**config.mk**
```make
export PLATFORM = sky130hd
export DESIGN_NAME = ex_wb_stage
export DESIGN_NICKNAME = d
export VERILOG_FILES = /design/src/rtl/ex_pkg.sv /design/src/rtl/ex_alu.sv /design/src/rtl/ex_wb_stage.sv
export SDC_FILE = /design/constraint.sdc
export NUM_CORES = 1
export LEC_CHECK = 0
export CAP_MARGIN = 20
export CORE_ASPECT_RATIO = 0.75
export CORE_MARGIN = 5
export CORE_UTILIZATION = 40
export DETAILED_ROUTE_END_ITERATION = 8
export GPL_ROUTABILITY_DRIVEN = 0
export GPL_TIMING_DRIVEN = 0
export PLACE_DENSITY = 0.61
export SLEW_MARGIN = 25
export SYNTH_ARGS = -nofsm -noshare
export SYNTH_HDL_FRONTEND = slang
export SYNTH_HIERARCHICAL = 1
export SYNTH_SLANG_ARGS = --single-unit
```
**constraint.sdc**
```tcl
create_clock -name clk -period 4.6 [get_ports clk]
set_clock_uncertainty 0.15 [all_clocks]
set_input_delay 0.92 -clock clk [delete_from_list [all_inputs] [get_ports clk]]
set_output_delay 0.92 -clock clk [all_outputs]
set_load 0.01 [all_outputs]
```
**src/rtl/ex_pkg.sv**
```systemverilog
// Shared definitions for the execute/write-back stage: datapath width,
// opcode values and the sequencing state encoding.
package ex_pkg;

  localparam int unsigned WORD_SIZE = 16;

  localparam logic [3:0] OP_ADD = 4'd0;
  localparam logic [3:0] OP_SUB = 4'd1;
  localparam logic [3:0] OP_AND = 4'd2;
  localparam logic [3:0] OP_ORR = 4'd3;
  localparam logic [3:0] OP_NOT = 4'd4;
  localparam logic [3:0] OP_TCP = 4'd5;
  localparam logic [3:0] OP_SHL = 4'd6;
  localparam logic [3:0] OP_SHR = 4'd7;
  localparam logic [3:0] OP_ADI = 4'd8;
  localparam logic [3:0] OP_LHI = 4'd9;
  localparam logic [3:0] OP_MUL = 4'd10;

  typedef enum logic [0:0] {
    ST_IDLE = 1'b0,
    ST_MUL  = 1'b1
  } state_t;

endpackage

```
**src/rtl/ex_alu.sv**
```systemverilog
// Combinational single-cycle ALU. MUL and the NOP opcodes report no write;
// the iterative multiply is sequenced by the enclosing stage.
module ex_alu
  import ex_pkg::*;
(
  input  logic [3:0]           op_i,
  input  logic [WORD_SIZE-1:0] a_i,
  input  logic [WORD_SIZE-1:0] b_i,
  input  logic [7:0]           imm_i,
  output logic [WORD_SIZE-1:0] result_o,
  output logic                 wr_o,
  output logic                 ovf_upd_o,
  output logic                 ovf_o
);

  logic [WORD_SIZE-1:0] imm_sext;

  assign imm_sext = {{(WORD_SIZE-8){imm_i[7]}}, imm_i};

  // Signed overflow: operands agree in sign (after negating b for SUB) but
  // the result's sign does not.
  always_comb begin
    result_o  = '0;
    wr_o      = 1'b1;
    ovf_upd_o = 1'b0;
    ovf_o     = 1'b0;
    case (op_i)
      OP_ADD: begin
        result_o  = a_i + b_i;
        ovf_upd_o = 1'b1;
        ovf_o     = (a_i[WORD_SIZE-1] == b_i[WORD_SIZE-1]) &&
                    (result_o[WORD_SIZE-1] != a_i[WORD_SIZE-1]);
      end
      OP_SUB: begin
        result_o  = a_i - b_i;
        ovf_upd_o = 1'b1;
        ovf_o     = (a_i[WORD_SIZE-1] != b_i[WORD_SIZE-1]) &&
                    (result_o[WORD_SIZE-1] != a_i[WORD_SIZE-1]);
      end
      OP_ADI: begin
        result_o  = a_i + imm_sext;
        ovf_upd_o = 1'b1;
        ovf_o     = (a_i[WORD_SIZE-1] == imm_sext[WORD_SIZE-1]) &&
                    (result_o[WORD_SIZE-1] != a_i[WORD_SIZE-1]);
      end
      OP_AND:  result_o = a_i & b_i;
      OP_ORR:  result_o = a_i | b_i;
      OP_NOT:  result_o = ~a_i;
      OP_TCP:  result_o = '0 - a_i;
      OP_SHL:  result_o = a_i << 1;
      OP_SHR:  result_o = a_i >> 1;
      OP_LHI:  result_o = {imm_i, {(WORD_SIZE-8){1'b0}}};
      default: wr_o = 1'b0;
    endcase
  end

endmodule

```
**src/rtl/ex_wb_stage.sv**
```systemverilog
// Execute/write-back stage in front of the register file: single-cycle ALU ops,
// an iterative shift-add MUL, and forwarding from the registered write-back.
module ex_wb_stage
  import ex_pkg::*;
#(
  parameter int unsigned NUM_REG    = 4,
  parameter int unsigned MUL_CYCLES = 16
) (
  input  logic                       clk,
  input  logic                       reset_n,
  input  logic                       in_valid,
  output logic                       in_ready,
  input  logic [3:0]                 in_op,
  input  logic [$clog2(NUM_REG)-1:0] in_rs1,
  input  logic [$clog2(NUM_REG)-1:0] in_rs2,
  input  logic [$clog2(NUM_REG)-1:0] in_rd,
  input  logic [7:0]                 in_imm,
  output logic [$clog2(NUM_REG)-1:0] rf_addr1,
  output logic [$clog2(NUM_REG)-1:0] rf_addr2,
  input  logic [WORD_SIZE-1:0]       rf_data1,
  input  logic [WORD_SIZE-1:0]       rf_data2,
  output logic                       rf_write,
  output logic [$clog2(NUM_REG)-1:0] rf_addr3,
  output logic [WORD_SIZE-1:0]       rf_data3,
  output logic                       ovf
);

  localparam int unsigned AW = $clog2(NUM_REG);
  localparam int unsigned CW = $clog2(MUL_CYCLES);

  state_t               state_q;
  logic [AW-1:0]        rs1_q, rs2_q, mul_rd_q;
  logic [WORD_SIZE-1:0] mcand_q, mplier_q, acc_q, acc_d;
  logic [CW-1:0]        cnt_q;
  logic                 wb_valid_q;
  logic [AW-1:0]        wb_rd_q;
  logic [WORD_SIZE-1:0] wb_result_q;
  logic                 ovf_q;

  logic [WORD_SIZE-1:0] op_a, op_b, alu_res;
  logic                 alu_wr, alu_ovf_upd, alu_ovf;
  logic                 accept;

  assign in_ready = (state_q == ST_IDLE);
  assign accept   = in_valid && in_ready;

  assign rf_addr1 = (state_q == ST_IDLE) ? in_rs1 : rs1_q;
  assign rf_addr2 = (state_q == ST_IDLE) ? in_rs2 : rs2_q;

  // The RF only commits at the end of the write-back cycle, so a pending
  // result must bypass the stale read data.
  assign op_a = (wb_valid_q && wb_rd_q == rf_addr1) ? wb_result_q : rf_data1;
  assign op_b = (wb_valid_q && wb_rd_q == rf_addr2) ? wb_result_q : rf_data2;

  assign acc_d = mplier_q[cnt_q] ? acc_q + (mcand_q << cnt_q) : acc_q;

  assign rf_write = wb_valid_q;
  assign rf_addr3 = wb_rd_q;
  assign rf_data3 = wb_result_q;
  assign ovf      = ovf_q;

  ex_alu u_alu (
    .op_i      (in_op),
    .a_i       (op_a),
    .b_i       (op_b),
    .imm_i     (in_imm),
    .result_o  (alu_res),
    .wr_o      (alu_wr),
    .ovf_upd_o (alu_ovf_upd),
    .ovf_o     (alu_ovf)
  );

  always_ff @(posedge clk or negedge reset_n) begin
    if (!reset_n) begin
      state_q     <= ST_IDLE;
      rs1_q       <= '0;
      rs2_q       <= '0;
      mul_rd_q    <= '0;
      mcand_q     <= '0;
      mplier_q    <= '0;
      acc_q       <= '0;
      cnt_q       <= '0;
      wb_valid_q  <= 1'b0;
      wb_rd_q     <= '0;
      wb_result_q <= '0;
      ovf_q       <= 1'b0;
    end else begin
      wb_valid_q <= 1'b0;
      case (state_q)
        ST_IDLE: begin
          if (accept) begin
            if (in_op == OP_MUL) begin
              rs1_q    <= in_rs1;
              rs2_q    <= in_rs2;
              mul_rd_q <= in_rd;
              mcand_q  <= op_a;
              mplier_q <= op_b;
              cnt_q    <= '0;
              acc_q    <= '0;
              state_q  <= ST_MUL;
            end else if (alu_wr) begin
              wb_valid_q  <= 1'b1;
              wb_rd_q     <= in_rd;
              wb_result_q <= alu_res;
              if (alu_ovf_upd) ovf_q <= alu_ovf;
            end
          end
        end
        ST_MUL: begin
          acc_q <= acc_d;
          cnt_q <= cnt_q + 1'b1;
          if (cnt_q == CW'(MUL_CYCLES - 1)) begin
            wb_valid_q  <= 1'b1;
            wb_rd_q     <= mul_rd_q;
            wb_result_q <= acc_d;
            state_q     <= ST_IDLE;
          end
        end
        default: state_q <= ST_IDLE;
      endcase
    end
  end

endmodule

```
==> impl_metrics.env <==
export IMPL_outcome="finished, violations left"
export IMPL_violations_in_the_final_reports="negative setup slack"
export IMPL_arrival_ns=5.12
export IMPL_reg2reg_setup_slack_ns=-0.45
export IMPL_synthDominantCellAreaShare_pct=21.7
export IMPL_worstPathMaxFanout=7
export IMPL_synth_cells=1090
export IMPL_synth_top_cell_by_area="sky130_fd_sc_hd__dfrtp_1"
export IMPL_synth_fp_nets=1228
export IMPL_floorplan_die_area_mm2=0.0259
export IMPL_dieWidth_um=184
export IMPL_placed_cells=1462
export IMPL_vias=9702
export IMPL_wl_per_cell_um=22.8
export IMPL_synthesis_area_per_instance_um2=8.35
export IMPL_gr_total_overflow=0
export IMPL_min_period_over_period_pct=110
export IMPL_clkLatencyLatePin_ns=0.34
export IMPL_timing_hold_worst_class="reg -> reg"
export IMPL_fillers=2061
export IMPL_most_area_consuming_cells_after_synthesis="sky130_fd_sc_hd__dfrtp_1, sky130_fd_sc_hd__ha_1, sky130_fd_sc_hd__mux2_2"
export IMPL_clk_path_buf_depth=2
export IMPL_finalNonFillerCells=1548
export IMPL_max_slew_margin_rel_pct=27.1
export IMPL_tightest_slew_ns=1.09
export IMPL_final_layout_size_suffix_gt1_share_pct=25.4
export IMPL_final_max_slew_viol_count=0
export IMPL_drcViolationCount=0
export IMPL_vdd_drop_max_uv=278
export IMPL_critical_path_startpoint_type="primary input"
export IMPL_whs_ns=0.356
export IMPL_endpoint_kind="register"
export IMPL_drt_pass1_iter_count=6
export IMPL_setup_repair_after_global_routing_missed_its_margin="yes"
export IMPL_multi_input_area_mm2=0.00738
export IMPL_cts_max_level=3
export IMPL_grt_overall_usage_pct=26.0
export IMPL_clock_edge_transition_at_the_registers_on_the_reported_setup_and_hold_paths_ns=0.06
export IMPL_drt_antenna_violating_nets=0
export IMPL_achievable_frequency_mhz=197
export IMPL_tritoncts_num_buffers=9
export IMPL_p_leak_nw=5.11
export IMPL_design_final_nets=1387
export IMPL_sequential_cell_area_mm2=0.00198
export IMPL_core_area_mm2=0.0222
export IMPL_synth_cell_types=82
export IMPL_synth_async_reset_ratio_pct=100
export IMPL_timing_hold_violations_final=0
export IMPL_startpoint_to_endpoint_class_of_the_critical_path="in -> reg"
export IMPL_syn_cell_area_mm2=0.00910
export IMPL_grt_start_max_net_pins=52
export IMPL_ys_flop_type="sky130_fd_sc_hd__dfrtp_1"
export IMPL_power_density_cell_area_mw_per_mm2=598
export IMPL_worst_ep_required_time_ns=4.65
export IMPL_timing_setup_tns_ns=-1.78
export IMPL_effective_utilization_at_floorplan_pct=41.0
export IMPL_tritoncts="done"
export IMPL_synth_edff_count=0
export IMPL_ys_warn_count=6
export IMPL_finalWorstSetupSlack_ns=-0.475
export IMPL_ys_seq_elements=79
export IMPL_grt_pass1_wl_um=53200
export IMPL_clock_sinks=79
export IMPL_drt_total_wl_um=35300
export IMPL_synth_most_common_cell="sky130_fd_sc_hd__nor2_1"
export IMPL_drt_iter0_drc=1180
export IMPL_yosysSeqAreaShare_pct=21.7
export IMPL_fin_total_pwr_mw=7.14
export IMPL_worst_r2r_path_depth=20
export IMPL_vias_per_cell=6.27
export IMPL_via_count_of_the_first_global_routing_pass=8977
export IMPL_buffers_on_ports=77
export IMPL_post_dp_hpwl_um=26600
export IMPL_final_util_pct=53.7
export IMPL_drv_cap=0
export IMPL_min_path_cells=1
export IMPL_fin_crit_ns=5.07
export IMPL_clockRootBuffer="sky130_fd_sc_hd__clkbuf_16"
export IMPL_area_growth_synth_to_final_pct=31.2
export IMPL_netlist_top_cells_count="sky130_fd_sc_hd__nor2_1, sky130_fd_sc_hd__a21oi_1, sky130_fd_sc_hd__nand2_1"
export IMPL_rows=47
export IMPL_setup_violations=8
export IMPL_die_height_um=141
export IMPL_initial_antenna_violation_count=0
export IMPL_design_portCount=78
export IMPL_number_of_diodes_added_for_antenna_fixing=0
==> cells by family after synthesis <==
kind of cell	synth area share [%]
compound gates	23.9
simple gates	16.3
mux	16.9
buf+inv	5.24
fa+ha+maj	12.0
flops	21.7
xor+xnor	3.94
==> cell type report <==
cell class | count | share of cell area, %
Multi-Input combinational cell | 896 | 61.8
Tap cell | 294 | 3.08
Clock buffer | 10 | 2.00
Buffer | 56 | 2.50
Timing Repair Buffer | 151 | 11.4
Clock inverter | 6 | 0.786
Inverter | 56 | 1.89
Sequential cell | 79 | 16.5
==> flip-flops by register name, summed over array words and instances, names as in the netlist <==
name / cells
rs2_q: 2
rf_addr3: 2
cnt_q: 4
acc_q: 16
rs1_q: 2
rf_write: 1
mul_rd_q: 2
ovf: 1
mplier_q: 16
mcand_q: 16
rf_data3: 16
state_q: 1
==> metrics by stage <==
stage                     cell area [µm²]  worst slack (ns)
after floorplan                      9230            -0.187
after global placement              10400             -1.41
after detailed placement            10400             -1.40
after CTS                           11400            -0.509
after global routing                11900            -0.603
final                               11900            -0.475
==> power by group <==
group / leakage, nW / internal, mW / total, mW / switching [mW]
Clock: 0.159 / 0.493 / 0.793 / 0.300
Sequential: 0.992 / 1.00 / 1.30 / 0.297
Combinational: 3.95 / 2.23 / 5.05 / 2.82
==> final timing paths <==
| kind | start | end |
|---|---|---|
| setup / recovery | in_rs1[1] | rf_data3[14]$_DFFE_PN0P_ |
| hold / removal | mplier_q[15]$_DFFE_PN0P_ | mplier_q[15]$_DFFE_PN0P_ |
| setup reg to reg | state_q$_DFF_PN0_ | rf_data3[14]$_DFFE_PN0P_ |
| max in group asynchronous | reset_n | rf_data3[0]$_DFFE_PN0P_ |
| min in group asynchronous | reset_n | rs1_q[0]$_DFFE_PN0P_ |
| hold reg to reg | mplier_q[15]$_DFFE_PN0P_ | mplier_q[15]$_DFFE_PN0P_ |
==> per-layer routing <==
| layer | up-vias | GRT usage (%) | part of all wire [%] |
|---|---|---|---|
| met5 | - | 0 | 0 |
| met4 | 0 | 4.82 | 1.6 |
| met3 | 53 | 7.78 | 12 |
| met2 | 580 | 34.8 | 39 |
| met1 | 4665 | 40.9 | 47 |
| li1 | 4404 | - | - |
==> placed cells by master, fill, tap and decap left out, types with 12 or more instances in the layout <==
master and count:
sky130_fd_sc_hd__nor3_1 26, sky130_fd_sc_hd__ha_1 66, sky130_fd_sc_hd__dfrtp_1 79, sky130_fd_sc_hd__nand4_1 13
sky130_fd_sc_hd__clkdlybuf4s50_1 72, sky130_fd_sc_hd__mux2_2 62, sky130_fd_sc_hd__a21o_1 24, sky130_fd_sc_hd__buf_4 68
sky130_fd_sc_hd__mux2_4 18, sky130_fd_sc_hd__o21ai_0 55, sky130_fd_sc_hd__buf_6 15, sky130_fd_sc_hd__a21oi_1 67
sky130_fd_sc_hd__mux2i_1 42, sky130_fd_sc_hd__nor2_1 87, sky130_fd_sc_hd__inv_1 38, sky130_fd_sc_hd__a21oi_2 16
sky130_fd_sc_hd__o211ai_1 12, sky130_fd_sc_hd__clkbuf_1 29, sky130_fd_sc_hd__o21ai_1 13, sky130_fd_sc_hd__nand3_1 20
sky130_fd_sc_hd__o22ai_1 15, sky130_fd_sc_hd__xnor2_1 27, sky130_fd_sc_hd__nand2_1 81
==> repair_timing <==
item,4_1_cts,5_1_grt
resized for setup,96,76
hold buffers,0,0
setup buffers,41,32
endpoints found under the setup margin,19,24
pin swaps,36,38
hold endpoints to repair,0,0
==> critical path, stage by stage <==
cell,delay (ns)
sky130_fd_sc_hd__buf_6,0.09
sky130_fd_sc_hd__mux2_4,0.30
sky130_fd_sc_hd__xnor2_4,0.16
sky130_fd_sc_hd__nand3_4,0.21
sky130_fd_sc_hd__mux2_4,0.41
sky130_fd_sc_hd__inv_4,0.09
sky130_fd_sc_hd__ha_4,0.15
sky130_fd_sc_hd__inv_4,0.03
sky130_fd_sc_hd__fa_2,0.41
sky130_fd_sc_hd__a21oi_4,0.19
sky130_fd_sc_hd__o41ai_4,0.09
sky130_fd_sc_hd__o41a_1,0.41
sky130_fd_sc_hd__a221oi_4,0.38
sky130_fd_sc_hd__buf_4,0.19
sky130_fd_sc_hd__o311a_1,0.18
sky130_fd_sc_hd__o2111ai_1,0.13
sky130_fd_sc_hd__or4_4,0.46
sky130_fd_sc_hd__nor3_2,0.11
sky130_fd_sc_hd__or3_1,0.13
sky130_fd_sc_hd__a31oi_1,0.04
Note: power is estimated with default switching activity, not from simulation.
